**config.mk**
```make
export PLATFORM = sky130hd
export DESIGN_NAME = fetch_buffer_flat
export DESIGN_NICKNAME = d
export VERILOG_FILES = /design/src/rtl/fetch_buffer_if.sv /design/src/rtl/fetch_buffer.sv /design/src/flat_wrapper.sv
export SDC_FILE = /design/constraint.sdc
export NUM_CORES = 1
export LEC_CHECK = 0
export BUFFER_PORTS_ARGS = -buffer_cell sky130_fd_sc_hd__buf_2
export CAP_MARGIN = 15
export CELL_PAD_IN_SITES_DETAIL_PLACEMENT = 1
export CELL_PAD_IN_SITES_GLOBAL_PLACEMENT = 1
export CORE_MARGIN = 10
export CORE_UTILIZATION = 49
export CTS_BUF_LIST = sky130_fd_sc_hd__clkbuf_4 sky130_fd_sc_hd__clkbuf_8 sky130_fd_sc_hd__clkbuf_16
export DETAILED_ROUTE_END_ITERATION = 10
export PLACE_DENSITY_LB_ADDON = 0.1
export SLEW_MARGIN = 15
export SYNTH_ARGS = -nofsm -noshare
export SYNTH_HDL_FRONTEND = slang
export SYNTH_SLANG_ARGS = --single-unit
```
**constraint.sdc**
```tcl
create_clock -name clk -period 3.4 [get_ports clk]
set_clock_uncertainty 0.2 [all_clocks]
set_input_delay 0.51 -clock clk [delete_from_list [all_inputs] [get_ports clk]]
set_output_delay 0.51 -clock clk [all_outputs]
set_load 0.03 [all_outputs]
```
**src/rtl/fetch_buffer_if.sv**
```systemverilog
// rtl/fetch_buffer_if.sv - fetch-side bundle: PC handshake, imem request/response, decode stream
//
// Signals
//   pc_in           PC -> buffer   current fetch address
//   flush           PC_select      redirect, drop wrong-path work
//   stall           buffer -> PC   pc_in not accepted, hold PC
//   imem_req_*      buffer -> imem request valid/addr, ready from imem
//   imem_resp_*     imem -> buffer in-order response valid/data
//   out_*           buffer <-> decode, valid/instr/pc out, ready in
// Modports: slave = the fetch buffer, master = the surrounding pipeline/memory.
interface fetch_buffer_if;
    logic [31:0] pc_in;
    logic        flush;
    logic        stall;
    logic        imem_req_valid;
    logic [31:0] imem_req_addr;
    logic        imem_req_ready;
    logic        imem_resp_valid;
    logic [31:0] imem_resp_data;
    logic        out_valid;
    logic [31:0] out_instr;
    logic [31:0] out_pc;
    logic        out_ready;

    modport slave (
        input  pc_in, flush, imem_req_ready, imem_resp_valid, imem_resp_data, out_ready,
        output stall, imem_req_valid, imem_req_addr, out_valid, out_instr, out_pc
    );

    modport master (
        output pc_in, flush, imem_req_ready, imem_resp_valid, imem_resp_data, out_ready,
        input  stall, imem_req_valid, imem_req_addr, out_valid, out_instr, out_pc
    );
endinterface

```
**src/rtl/fetch_buffer.sv**
```systemverilog
// rtl/fetch_buffer.sv - in-order instruction fetch queue between PC, imem and decode
//
// Ports
//   clk  rising-edge clock
//   rst  synchronous active-high reset (imem is reset alongside)
//   fb   fetch_buffer_if.slave: pc_in/flush/stall, imem_req_*, imem_resp_*, out_*
// Parameter DEPTH: queue entries, power of two in 2..16.
module fetch_buffer #(
    parameter int DEPTH = 4
) (
    input  logic           clk,
    input  logic           rst,
    fetch_buffer_if.slave  fb
);
    localparam int PW = $clog2(DEPTH);
    localparam int CW = PW + 1;

    logic [31:0]      pc_q    [DEPTH];
    logic [31:0]      instr_q [DEPTH];
    logic [DEPTH-1:0] filled_q;

    // fill_q tracks the oldest unfilled entry; responses arrive in request
    // order, so filled entries always form a contiguous run from head_q.
    logic [PW-1:0] head_q, tail_q, fill_q;
    logic [CW-1:0] count_q;
    logic [CW-1:0] pend_q;      // allocated but still unfilled entries
    logic [CW-1:0] discard_q;   // stale responses still owed by imem

    logic          req_valid;
    logic          out_valid;
    logic          alloc;
    logic          pop;
    logic          resp_drop;
    logic          resp_fill;
    logic [CW:0]   flush_sum;
    logic [CW-1:0] flush_discard;

    // Stale responses reserve queue slots too, so credit is DEPTH minus both.
    always_comb begin
        req_valid = !rst && !fb.flush && ({1'b0, count_q} + {1'b0, discard_q} < (CW+1)'(DEPTH));
        out_valid = !rst && !fb.flush && (count_q != '0) && filled_q[head_q];
        alloc     = req_valid && fb.imem_req_ready;
        pop       = out_valid && fb.out_ready;
        resp_drop = fb.imem_resp_valid && (discard_q != '0);
        resp_fill = fb.imem_resp_valid && (discard_q == '0) && (pend_q != '0);
    end

    // On redirect every unfilled entry becomes a stale response; one arriving
    // in the flush cycle itself is already retired. A response with nothing
    // owed is ignored, hence the zero guard.
    always_comb begin
        flush_sum     = {1'b0, discard_q} + {1'b0, pend_q};
        flush_discard = CW'(flush_sum);
        if (fb.imem_resp_valid && (flush_sum != '0)) begin
            flush_discard = CW'(flush_sum - 1'b1);
        end
    end

    always_comb begin
        fb.imem_req_valid = req_valid;
        fb.imem_req_addr  = fb.pc_in;
        fb.stall          = !alloc;
        fb.out_valid      = out_valid;
        fb.out_instr      = instr_q[head_q];
        fb.out_pc         = pc_q[head_q];
    end

    always_ff @(posedge clk) begin
        if (rst) begin
            head_q    <= '0;
            tail_q    <= '0;
            fill_q    <= '0;
            count_q   <= '0;
            pend_q    <= '0;
            discard_q <= '0;
            filled_q  <= '0;
        end else if (fb.flush) begin
            head_q    <= '0;
            tail_q    <= '0;
            fill_q    <= '0;
            count_q   <= '0;
            pend_q    <= '0;
            discard_q <= flush_discard;
            filled_q  <= '0;
        end else begin
            // tail_q and fill_q never coincide: alloc needs a free slot,
            // fill targets an allocated one.
            if (alloc) begin
                filled_q[tail_q] <= 1'b0;
                tail_q           <= tail_q + 1'b1;
            end
            if (resp_fill) begin
                filled_q[fill_q] <= 1'b1;
                fill_q           <= fill_q + 1'b1;
            end
            if (resp_drop) begin
                discard_q <= discard_q - 1'b1;
            end
            if (pop) begin
                head_q <= head_q + 1'b1;
            end
            count_q <= count_q + CW'(alloc) - CW'(pop);
            pend_q  <= pend_q + CW'(alloc) - CW'(resp_fill);
        end
    end

    // Payload storage carries no reset; validity lives in filled_q/count_q.
    always_ff @(posedge clk) begin
        if (!rst && !fb.flush) begin
            if (alloc) begin
                pc_q[tail_q] <= fb.pc_in;
            end
            if (resp_fill) begin
                instr_q[fill_q] <= fb.imem_resp_data;
            end
        end
    end
endmodule
```
**src/flat_wrapper.sv**
```systemverilog
// flat-port wrapper written by rule: the top's interface ports become plain ports
module fetch_buffer_flat 
#(
    parameter int DEPTH = 4
)
  (clk, rst, fb_pc_in, fb_flush, fb_imem_req_ready, fb_imem_resp_valid, fb_imem_resp_data, fb_out_ready, fb_stall, fb_imem_req_valid, fb_imem_req_addr, fb_out_valid, fb_out_instr, fb_out_pc);
  fetch_buffer_if fb_i ();
  input  logic clk;
  input  logic rst;
  input wire logic [$bits(fb_i.pc_in)-1:0] fb_pc_in;
  input wire logic [$bits(fb_i.flush)-1:0] fb_flush;
  input wire logic [$bits(fb_i.imem_req_ready)-1:0] fb_imem_req_ready;
  input wire logic [$bits(fb_i.imem_resp_valid)-1:0] fb_imem_resp_valid;
  input wire logic [$bits(fb_i.imem_resp_data)-1:0] fb_imem_resp_data;
  input wire logic [$bits(fb_i.out_ready)-1:0] fb_out_ready;
  output wire logic [$bits(fb_i.stall)-1:0] fb_stall;
  output wire logic [$bits(fb_i.imem_req_valid)-1:0] fb_imem_req_valid;
  output wire logic [$bits(fb_i.imem_req_addr)-1:0] fb_imem_req_addr;
  output wire logic [$bits(fb_i.out_valid)-1:0] fb_out_valid;
  output wire logic [$bits(fb_i.out_instr)-1:0] fb_out_instr;
  output wire logic [$bits(fb_i.out_pc)-1:0] fb_out_pc;
  assign fb_i.pc_in = fb_pc_in;
  assign fb_i.flush = fb_flush;
  assign fb_i.imem_req_ready = fb_imem_req_ready;
  assign fb_i.imem_resp_valid = fb_imem_resp_valid;
  assign fb_i.imem_resp_data = fb_imem_resp_data;
  assign fb_i.out_ready = fb_out_ready;
  assign fb_stall = fb_i.stall;
  assign fb_imem_req_valid = fb_i.imem_req_valid;
  assign fb_imem_req_addr = fb_i.imem_req_addr;
  assign fb_out_valid = fb_i.out_valid;
  assign fb_out_instr = fb_i.out_instr;
  assign fb_out_pc = fb_i.out_pc;
  fetch_buffer #(.DEPTH(DEPTH)) u_core (.clk(clk), .rst(rst), .fb(fb_i));
endmodule
```
==> reports/metrics.csv <==
metric,value,unit
core area,21820,um2
CP Class,flip-flop to output port,
RR Endpoint,u_core.count_q[2]$_SDFF_PP0_,
largest net degree at the start of global routing,39,
Final Max Slew Viols,0,
Tightest Hold Check Type,input port to flip-flop,
Slew @ Worst Pin,0.6026,ns
reg2reg start,u_core.head_q[1]$_SDFFE_PP0P_,
Peak supply drop,0.0004961,V
Pleak,4.554,nW
diode count,0,
mapped cell area,10860,um2
"critical path, cell by cell","buf_12, mux4_2, buf_2",
ys async rst share,0,%
Root Buffer,clkbuf_16,
port bufs,168,
Initial Util,49.75,%
"count leader, synth",edfxtp_1,
post-synthesis sequential area ratio,74.67,%
"EDFF count, synth",256,
Clock transition at path regs,0.06,ns
#FFs+latches synth,277,
grt ovf,0,
Mean Syn Cell Area,21.08,um2
DRT antenna net count,0,
Yosys cell types,47,
die extent in x,168.9,um
Cells after Synth,515,
hold slack,0.02215,ns
vias per cell,5.367,
cell taking the most area after synthesis,edfxtp_1,
maximum fanout along the worst path,24,
final setup fails,0,
CP peak stage delay,0.70,ns
initial antenna violation count,0,
global placer's final weighted congestion,0.7547,
syn nets,608,
All-Layer GR Usage,15.72,%
die area,28510,um2
die height,168.9,um
DRT iter0 DRCs,305,
Place WS,0.7122,ns
final hold vios,0,
synth warn,0,
nets@finish,800,
R2R Setup Slk,0.75,ns
H-tree depth,1,
Most used DFF post-synth,edfxtp_1,
hold path endpoint,u_core.instr_q[0][13]$_DFFE_PP_,
Std-Cell Rows,54,
Worst Path Required,2.69,ns
WP data arrival,2.30,ns
area fraction of the dominant cell type after synthesis,70.80,%
hold wc startpoint,fb_imem_resp_data[13],
total wire length,22660,um
Worst setup EP type,output port,
Synth top cells by count,"edfxtp_1, mux4_2, buf_4",
area delta synth->final,20.35,%
Routed WL per cell,22.48,um
worst skew pair latency,0.53,ns
fraction of layout cells with a size suffix above 1,41.48,%
CTS tree,yes,
clk sinks,277,
"top cells by area, synth","edfxtp_1, mux4_2, dfxtp_1",
Pre-antenna DRT Iters,4,
dpl hpwl,14390,um
Power Density,541.4,nW/um2
Multi-input gate area,2341,um2
first-pass GRT wire length,35460,um
outcome,"complete, no violations",
postcts setup bufs,0,
setup TNS,0,ns
DR vias,5410,
number of fill cells,1917,
Hold Path Depth,1,
R2R cell count,10,
RSZ-0062 raised after global routing,no,
number of global-route vias before repair,6203,
Reg area,8115,um2
final setup margin,0.3942,ns
Post-route DRC,0,
critical path startpoint category,flip-flop,
Final period util,88.40,%
relative slew slack,59.82,%
Max-Cap Viols,0,
Peak Freq,332.7,MHz
clock tree buffer depth,3,
TritonCTS Buffers,28,
fin util,59.88,%
fin crit period,3.006,ns
Ports,169,
CP max stage cell,dfxtp_4,
area by class of cell:
| cell class | instances | area share (%) |
|---|---|---|
| flip-flops and latches | 277 | 62.10 |
| multi-input cells | 171 | 17.91 |
| repair buffers | 212 | 10.02 |
| clock buffers | 41 | 6.291 |
| well taps | 280 | 2.681 |
| clock inverters | 10 | 0.5075 |
| inverters | 17 | 0.4883 |
cell families (layout without fill, tap and decap cells):
group / count (synthesis) / in the layout / share of synthesized area (%)
buf+inv: 67 / 280 / 3.814
mux: 66 / 66 / 13.57
compound gates: 21 / 21 / 1.429
xor+xnor: 8 / 8 / 0.6453
simple gates: 53 / 53 / 3.008
flops: 277 / 277 / 74.67
fa+ha+maj: 23 / 23 / 2.858
worst max-delay path, delay by kind of cell, from the launching register on:
kind                   cells  cell delay (ns)
muxes                      1             0.56
DFF                        1             0.70
buffers and inverters      2             0.49
layer usage:
metal	vias to the layer above	GRT usage, %	part of all wire, %
met1	2803	18.84	40
met4	0	4.012	2.0
met3	34	3.798	5.6
met2	135	27.82	52
met5	-	0	0
li1	2438	-	-
layout by cell type (no fill, tap or decap), types with 3 or more instances in the layout:
cell type      count
and2_4             4
and2_1             5
nor2_1            11
edfxtp_1         256
dlygate4sd3_1     35
nand3_1            3
inv_1             17
nand2_1           10
buf_2            168
dfxtp_1           19
buf_12             4
clkbuf_16         29
clkbuf_4          11
clkinv_1           7
a21oi_1            3
and3_2             4
o21bai_1           4
fa_1               3
xnor2_1            6
mux4_2            65
ha_1              20
buf_4              5
state kept, by name, summed over array words and instances (netlist names), named ones only:
signal	cells
u_core.instr_q	128
u_core.pc_q	128
u_core.filled_q	4
u_core.count_q	3
u_core.discard_q	3
u_core.pend_q	3
u_core.fill_q	2
u_core.head_q	2
u_core.tail_q	2
worst max-delay path by stage:
stage | start | endpoint | slack (ns)
after floorplan | u_core.head_q[1]$_SDFFE_PP0P_ | u_core.count_q[2]$_SDFF_PP0_ | 0.87
after global placement | fb_flush | u_core.count_q[2]$_SDFF_PP0_ | 0.78
after detailed placement | fb_flush | u_core.count_q[2]$_SDFF_PP0_ | 0.71
after CTS | flip-flop | fb_out_pc[29] | 0.30
after global routing | flip-flop | fb_out_pc[29] | 0.25
final | flip-flop | fb_out_instr[0] | 0.39
per-stage QoR:
step                      instances  power [mW]  instance area, um2
after floorplan                 515       4.062               10860
after global placement          922       4.169               11830
after detailed placement        922       4.188               11830
after CTS                      1006       7.141               13050
after global routing           1008       7.333               13070
final                          1008       7.075               13070
power breakdown:
| part | internal, mW | switching, mW |
|---|---|---|
| logic | 0.147 | 0.235 |
| clock network | 1.74 | 1.19 |
| registers | 3.75 | 0.0160 |
| total | 5.63 | 1.44 |
timing repair:
action | in CTS | in global routing
endpoints found under the setup margin | 0 | 0
endpoints found under the hold margin | 132 | 8
hold buffers | 33 | 2
resized for setup | 0 | 0
Power figures use the tool's default switching activity.
